### src/rtl/time_set_ctrl.sv
// Time-setting controller: debounces the mode/add buttons and walks the
// RUN -> SET_H -> SET_M -> SET_S cycle, editing a BCD copy of the live time
// and loading it back into the counters with a one-cycle ld pulse.
module time_set_ctrl #(
  parameter logic [15:0] DB_CYCLES = 16'd50000,
  parameter logic [15:0] BLINK_DIV = 16'd12500,
  parameter logic [23:0] TIMEOUT   = 24'd500000
) (
  input  logic       clk,
  input  logic       rst,
  input  logic       btn_mode,
  input  logic       btn_add,
  input  logic [3:0] cur_s0,
  input  logic [3:0] cur_s1,
  input  logic [3:0] cur_m0,
  input  logic [3:0] cur_m1,
  input  logic [3:0] cur_h0,
  input  logic [3:0] cur_h1,
  output logic [3:0] d_s0,
  output logic [3:0] d_s1,
  output logic [3:0] d_m0,
  output logic [3:0] d_m1,
  output logic [3:0] d_h0,
  output logic [3:0] d_h1,
  output logic       ld,
  output logic [1:0] field,
  output logic       editing,
  output logic       blink
);

  typedef enum logic [1:0] {
    RUN   = 2'd0,
    SET_H = 2'd1,
    SET_M = 2'd2,
    SET_S = 2'd3
  } state_t;

  // Bit 0 = mode button, bit 1 = add button.
  logic [1:0]  sync1;
  logic [1:0]  sync2;
  logic [1:0]  lvl;
  logic [1:0]  armed;
  logic [1:0]  press;
  logic [1:0]  fill;
  logic [15:0] db_cnt [2];

  state_t      st;
  logic [23:0] idle_cnt;
  logic [15:0] blink_cnt;

  // BCD pair increment that wraps to 00 once {max_hi,max_lo} is reached.
  function automatic logic [7:0] inc_pair(input logic [3:0] hi, input logic [3:0] lo,
                                          input logic [3:0] max_hi, input logic [3:0] max_lo);
    logic [7:0] r;
    if (hi == max_hi && lo == max_lo) r = 8'h00;
    else if (lo == 4'd9)              r = {4'(hi + 4'd1), 4'd0};
    else                              r = {hi, 4'(lo + 4'd1)};
    return r;
  endfunction

  // Synchronize, debounce and edge-detect both buttons. A button is only armed
  // once it has been seen released after reset, so a button held through reset
  // cannot produce a press.
  always_ff @(posedge clk or negedge rst) begin
    if (!rst) begin
      sync1     <= 2'b00;
      sync2     <= 2'b00;
      lvl       <= 2'b00;
      armed     <= 2'b00;
      press     <= 2'b00;
      fill      <= 2'd0;
      db_cnt[0] <= 16'd0;
      db_cnt[1] <= 16'd0;
    end else begin
      sync1 <= {btn_add, btn_mode};
      sync2 <= sync1;
      if (fill != 2'd2) fill <= 2'(fill + 2'd1);
      for (int i = 0; i < 2; i++) begin
        press[i] <= 1'b0;
        if (fill == 2'd2 && !sync2[i] && !lvl[i]) armed[i] <= 1'b1;
        if (sync2[i] == lvl[i]) begin
          db_cnt[i] <= 16'd0;
        end else if (db_cnt[i] == DB_CYCLES - 16'd1) begin
          lvl[i]    <= sync2[i];
          db_cnt[i] <= 16'd0;
          press[i]  <= sync2[i] & armed[i];
        end else begin
          db_cnt[i] <= 16'(db_cnt[i] + 16'd1);
        end
      end
    end
  end

  // Edit state machine with idle timeout, blink timer and digit editing.
  always_ff @(posedge clk or negedge rst) begin
    if (!rst) begin
      st        <= RUN;
      editing   <= 1'b0;
      ld        <= 1'b0;
      blink     <= 1'b0;
      blink_cnt <= 16'd0;
      idle_cnt  <= 24'd0;
      {d_h1, d_h0, d_m1, d_m0, d_s1, d_s0} <= 24'd0;
    end else begin
      ld <= 1'b0;
      if (st != RUN) begin
        if (blink_cnt == BLINK_DIV - 16'd1) begin
          blink     <= ~blink;
          blink_cnt <= 16'd0;
        end else begin
          blink_cnt <= 16'(blink_cnt + 16'd1);
        end
      end
      case (st)
        RUN: begin
          if (press[0]) begin
            st        <= SET_H;
            editing   <= 1'b1;
            idle_cnt  <= 24'd0;
            blink     <= 1'b0;
            blink_cnt <= 16'd0;
            {d_h1, d_h0, d_m1, d_m0, d_s1, d_s0} <=
              {cur_h1, cur_h0, cur_m1, cur_m0, cur_s1, cur_s0};
          end
        end
        default: begin
          if (press[0]) begin
            idle_cnt  <= 24'd0;
            blink     <= 1'b0;
            blink_cnt <= 16'd0;
            case (st)
              SET_H:   st <= SET_M;
              SET_M:   st <= SET_S;
              default: begin
                st      <= RUN;
                editing <= 1'b0;
                ld      <= 1'b1;
              end
            endcase
          end else if (press[1]) begin
            idle_cnt <= 24'd0;
            case (st)
              SET_H:   {d_h1, d_h0} <= inc_pair(d_h1, d_h0, 4'd2, 4'd3);
              SET_M:   {d_m1, d_m0} <= inc_pair(d_m1, d_m0, 4'd5, 4'd9);
              default: {d_s1, d_s0} <= inc_pair(d_s1, d_s0, 4'd5, 4'd9);
            endcase
          end else if (idle_cnt == TIMEOUT - 24'd1) begin
            st        <= RUN;
            editing   <= 1'b0;
            blink     <= 1'b0;
            blink_cnt <= 16'd0;
            idle_cnt  <= 24'd0;
          end else begin
            idle_cnt <= 24'(idle_cnt + 24'd1);
          end
        end
      endcase
    end
  end

  assign field = st;

endmodule

### config.mk
export PLATFORM = sky130hd
export DESIGN_NAME = time_set_ctrl
export DESIGN_NICKNAME = d
export VERILOG_FILES = /design/src/rtl/time_set_ctrl.sv
export SDC_FILE = /design/constraint.sdc
export NUM_CORES = 1
export LEC_CHECK = 0
export BUFFER_PORTS_ARGS = -buffer_cell sky130_fd_sc_hd__buf_2
export CAP_MARGIN = 0
export CORE_MARGIN = 4
export CORE_UTILIZATION = 45
export CTS_CLUSTER_SIZE = 40
export DETAILED_ROUTE_END_ITERATION = 16
export HOLD_SLACK_MARGIN = 0.06
export PLACE_DENSITY = 0.71
export SETUP_SLACK_MARGIN = 0.5
export SYNTH_ARGS = -nofsm -noshare
export SYNTH_HDL_FRONTEND = slang
export SYNTH_SLANG_ARGS = --single-unit
### constraint.sdc
create_clock -name clk -period 2.2 [get_ports clk]
set_input_delay 0.66 -clock clk [delete_from_list [all_inputs] [get_ports clk]]
set_output_delay 0.66 -clock clk [all_outputs]
set_load 0.01 [all_outputs]
Word level (Yosys, flattened, before mapping)
Index checks and enable logic that the tools add are counted.
Word-level totals
  bits in registers: 113
  bits in latches: 0
  RAM bits: 0
  memory bits (read-only): 0
  input bits: 28
  memories kept: 0
Cells by class
  $add $sub $neg: 11
  multipliers: 0
  divide/modulo/power cells: 0
  magnitude comparators: 0
  eq/ne operators: 22
  shift-type cells: 0
  mux-type cells: 78
  bitwise operators: 5
  reduce and logical (&&, ||, !) cells: 31
Operators with widths (number)
  $mux 16: 11
  $mux 24: 5
  $mux 4: 30
  $add 16x1->16 const B: 3
  $mux 8: 6
  $eq 16x16->1 const B: 2
  $add 24x1->24 const B: 1
  $add 4x1->4 const B: 6
  $eq 24x19->1 const B: 1
  $mux 1: 20
  $eq 16x14->1 const B: 1
  $reduce_and 4->1: 4
  $reduce_and 5->1: 3
  $eq 4x4->1 const B: 3
  $mux 2: 5
  $reduce_bool 2->1: 5
  $reduce_bool 3->1: 3
  $eq 4x2->1 const B: 2
  $eq 4x3->1 const B: 2
  $logic_and 1x1->1: 7
  $ne 2x2->1 const B: 3
  $eq 2x2->1 const B: 2
  $logic_not 1->1: 4
  $ne 2x1->1 const B: 2
  other kinds (11): 16

Depth between registers and ports, before layout
  depth in word-level cells: 7
  gate-level depth with buffers: 9
  mapped depth without buffers: 8

Worst setup path after synthesis
Ideal clock, no wire load.
  kind: flip-flop to flip-flop
  start: register st[0], in the netlist field[0]
  end: register editing
  library setup time: 121 ps
  arrival: 1922 ps
  data required time: 2079 ps
  slack: 157 ps
  cell stages (with the launch flop): 8
  buffers on the path: 1
  cells stage by stage: dfrtp_1 > inv_1 > ha_1 > ha_1 > clkbuf_1 > nor2_1 > a32o_1 > a22o_1
Between the ends
  word-level cells in the longest chain between the ends: 4
  elaborated cells on any way between the ends: 8
  those cells by class: eq/ne (4); mux (1); reduce/logical (3)
Ends and longest elaborated chain
  start: declaration: RTL line 47  | state_t st;
  start signal: assignment: RTL line 97  | st <= RUN;
  start signal: assignment: RTL line 117  | st <= SET_H;
  start signal: assignment: RTL line 132  | SET_H: st <= SET_M;
  $eq 2x2->1 or $eq 2x1->1 (tied branches): RTL line 131  | case (st)
  $reduce_or 2->1 (no line)
  $ne 3x2->1 (no line)
  $reduce_and 4->1 (no line)
  end signal: assignment: RTL line 118  | editing <= 1'b1;
  end signal: assignment: RTL line 136  | editing <= 1'b0;
  end signal: assignment: RTL line 149  | editing <= 1'b0;
  end: declaration: RTL line 27  | output logic editing,
Several ways; a longest one is shown, not always the timed one.
A chain may end at the register's enable or synchronous reset.

Worst setup path in the final report
  start: register st[1], in the netlist field[1]
  end: register blink_cnt[8]
Between the ends
  word-level cells in the longest chain between the ends: 6
  elaborated cells on any way between the ends: 8
  those cells by class: mux (6); reduce/logical (2)
Ends and longest elaborated chain
  $reduce_bool 2->1: RTL line 106  | if (st != RUN) begin
  $mux 16: RTL line 106
  $mux 16: RTL line 147  | end else if (idle_cnt == TIMEOUT - 24'd1) begin
  $mux 16: RTL line 140  | end else if (press[1]) begin
  $mux 16: RTL line 127  | if (press[0]) begin
  $mux 16 (*): RTL line 114  | case (st)
  end signal: assignment: RTL line 111  | blink_cnt <= 16'(blink_cnt + 16'd1);
  end: declaration: RTL line 49  | logic [15:0] blink_cnt;
Every way passes the cells marked *; elsewhere a longest branch is shown, timed or not.

==> flow_summary.ini <==
[worst_setup_path]
r2r_start = field[1]
r2r_end = blink_cnt[8]
endpoint_kind = flip-flop
ff2ff_path_depth = 9
crit_fanout = 8
worstPathArrival_ps = 2140
reg2reg_setup_slack_ps = 350
startpoint_type = flip-flop
critPathKind = reg -> reg
required_ps = 2500

[cts]
clockBufferDepth = 2
cts_tree = done
clock-root-buffer = clkbuf_16
cts_buffers = 17
cts_hold_buf = 0
htreeDepth = 4
insertion_delay_ps = 410
cts_sinks = 113
clk_pin_slew_worst_paths_ps = 60

[routing]
first_pass_iters = 6
wl_microns = 16000
postRouteAntennaNets = 0
vias = 5379
avgViaCountPerCell = 5.70
wl_per_cell_microns = 16.9
post-route-drc-count = 0
first_iter_violations = 425

[finish]
drive_above_1_share_pct = 36.1
top_regs = db_cnt (32), idle_cnt (24), blink_cnt (16)
fin_cells = 944
nFillCells = 978
antenna_cells = 0
fin_util_pct = 63.2
regMostFlops = db_cnt
largest_reg_flops = 32
areaGrowthSynthToFinish_pct = 36.9
fin_nets = 805

[global_route]
grt_pass1_vias = 5120
grt_pass1_wl_microns = 23900
antenna_found_initial = 0
grt_overflow_total = 0
grt_max_degree = 44
grt_use_total_pct = 18.2

[floorplan]
die_w_microns = 125
ios = 57
design.core.area_sq_mm = 0.0133
rows = 42
start_util_pct = 46.2
fp.dieArea_sq_mm = 0.0156
die_y_microns = 125

[yosys]
synth_seq_cells = 113
synthCells = 627
async_flop_share_pct = 100
yosysUniqueCellTypes = 69
synth_area_sq_mm = 0.00617
ys.warnings.count = 0
postSynthAreaPerCell_sq_um = 9.83
synth-edff-count = 0
ys.flop_type = dfrtp_1
synth_nets = 677
ys_seq_area_share_pct = 45.9

[worst_hold_path]
holdCritPathClass = in -> async

[power]
ir_drop_mv = 0.605
total_power_mw = 5.26
p_leak_nw = 3.64
pwr_density_cell_mw_per_mm2 = 624

[run]
cap_viol_max_count = 0

[sta]
fmax_mhz = 541
finalClockSkew_ps = 7.76
setup_violations = 0
fin_crit_sh_pct = 84.0
maxSlewViolCount = 0
timing.final.hold_violations = 0
max_slew_margin_pct = 73.7
fin_crit_ps = 1850
tightest_slew_ps = 392
worst_slack_ps = 353
rsz0062_at_grt = yes
fin_setup_tns_ps = 0

[status]
outcome = completed

[placed_design]
gp_congestion = 0.848
hpwl_microns = 9180
io_buffers = 56
place_inst = 853
place_ws_ps = 358
[synth_stat cells (all sizes together) (3+ instances only)]
| master | count | area, sq um |
|---|---|---|
| nand3b | 6 | 57.6 |
| dfrtp | 113 | 2830 |
| a22oi | 3 | 22.5 |
| mux2 | 4 | 45.0 |
| a211oi | 3 | 22.5 |
| a31oi | 12 | 75.1 |
| nor3 | 20 | 105 |
| nor4 | 6 | 71.3 |
| a21o | 10 | 75.1 |
| nor2 | 79 | 374 |
| and2 | 3 | 21.3 |
| ha | 22 | 275 |
| inv | 17 | 63.8 |
| nor2b | 7 | 51.3 |
| nor4b | 6 | 65.1 |
| xnor2 | 23 | 201 |
| and4 | 7 | 66.3 |
| o21ai | 31 | 159 |
| a22o | 7 | 61.3 |
| a21oi | 36 | 206 |
| nand4 | 13 | 96.3 |
| clkbuf | 3 | 11.3 |
| nand3 | 48 | 245 |
| nor3b | 3 | 22.5 |
| mux2i | 5 | 50.1 |
| nand2 | 48 | 180 |
| nand2b | 6 | 37.5 |
| and3 | 16 | 100 |
| o311ai | 4 | 35.0 |
| buf | 16 | 103 |
| or2 | 4 | 25.0 |
| xor2 | 26 | 228 |
[kinds of logic (layout without fill, tap and decap cells)]
logic type               Yosys count  after routing  share of synthesized area [%]
AO/OA/AOI/OAI                    116            116                           12.2
XOR/XNOR                          49             49                           6.96
adder cells (fa/ha/maj)           22             22                           4.46
buffers and inverters             36            177                           2.88
flip-flops                       113            113                           45.9
multiplexers                       9              9                           1.54
AND/OR/NAND/NOR                  282            282                           26.1
[worst max-delay path by stage]
| stage | start | endpoint | slack [ps] | cells after the start |
|---|---|---|---|---|
| global placement | idle_cnt[19] | idle_cnt[3] | 400 | 6 |
| floorplan | field[0] | d_h0[3] | 480 | 8 |
| CTS | idle_cnt[9] | idle_cnt[3] | 380 | 6 |
| global route | field[0] | blink_cnt[8] | 270 | 9 |
| finish | field[1] | blink_cnt[8] | 350 | 9 |
| detailed placement | field[0] | idle_cnt[22] | 360 | 8 |
[worst max-delay path, cell delays in order (launching register included)]
cell	delay (ps)
dfrtp_1	380
inv_2	70
ha_4	200
buf_6	160
nor2b_4	130
nand3_2	90
nor4_4	300
a211o_4	190
buf_12	150
nor2b_1	50
[layer usage]
layer / share of wire, % / up-vias / track usage [%]
met5: 0 / - / 0
met4: 2.2 / 0 / 7.33
met2: 51 / 164 / 29.6
li1: - / 2508 / -
met1: 42 / 2664 / 23.3
met3: 4.6 / 43 / 4.65
[layout by cell type (no fill, tap or decap), types with 8 or more instances in the layout]
cell type  instances
inv_1             12
o21ai_1           13
xnor2_1           23
a21oi_1           29
buf_2             51
nand4_1           12
a21o_1             9
nand3_1           41
and3_1            15
buf_4             53
xor2_1            25
clkbuf_16         21
ha_1              15
o21ai_0           12
nor2_4            17
nor2_1            61
nor3_1            15
nand2_1           44
buf_6             12
dfrtp_1           92
a31oi_1           11
buf_12             8
dfrtp_2           21
[power by group]
group	switching, mW	internal, mW
logic	0.0761	0.0461
registers	0.0122	2.09
clock network	0.992	2.04
total	1.08	4.18
[repair_timing]
| item | CTS | global route |
|---|---|---|
| gates resized for setup | 28 | 112 |
| buffers inserted | 18 | 37 |
| pin swaps | 8 | 47 |
| endpoints found under the setup margin | 87 | 106 |
| gates cloned | 1 | 3 |
[cell type report]
| class | count | area (sq um) | area share [%] |
|---|---|---|---|
| Clock buffer | 20 | 447 | 5.29 |
| Clock inverter | 12 | 208 | 2.46 |
| Inverter | 17 | 66.3 | 0.786 |
| Multi-Input combinational cell | 478 | 3590 | 42.6 |
| Sequential cell | 113 | 2850 | 33.8 |
| Tap cell | 176 | 220 | 2.61 |
| Timing Repair Buffer | 128 | 1050 | 12.4 |
[metrics by stage]
stage	instance area, sq um	hold slack (ps)
after floorplan	6220	331
after global placement	6730	335
after detailed placement	6730	335
after CTS	7680	153
after global routing	8440	159
final	8440	154
(Power assumes the default switching activity.)
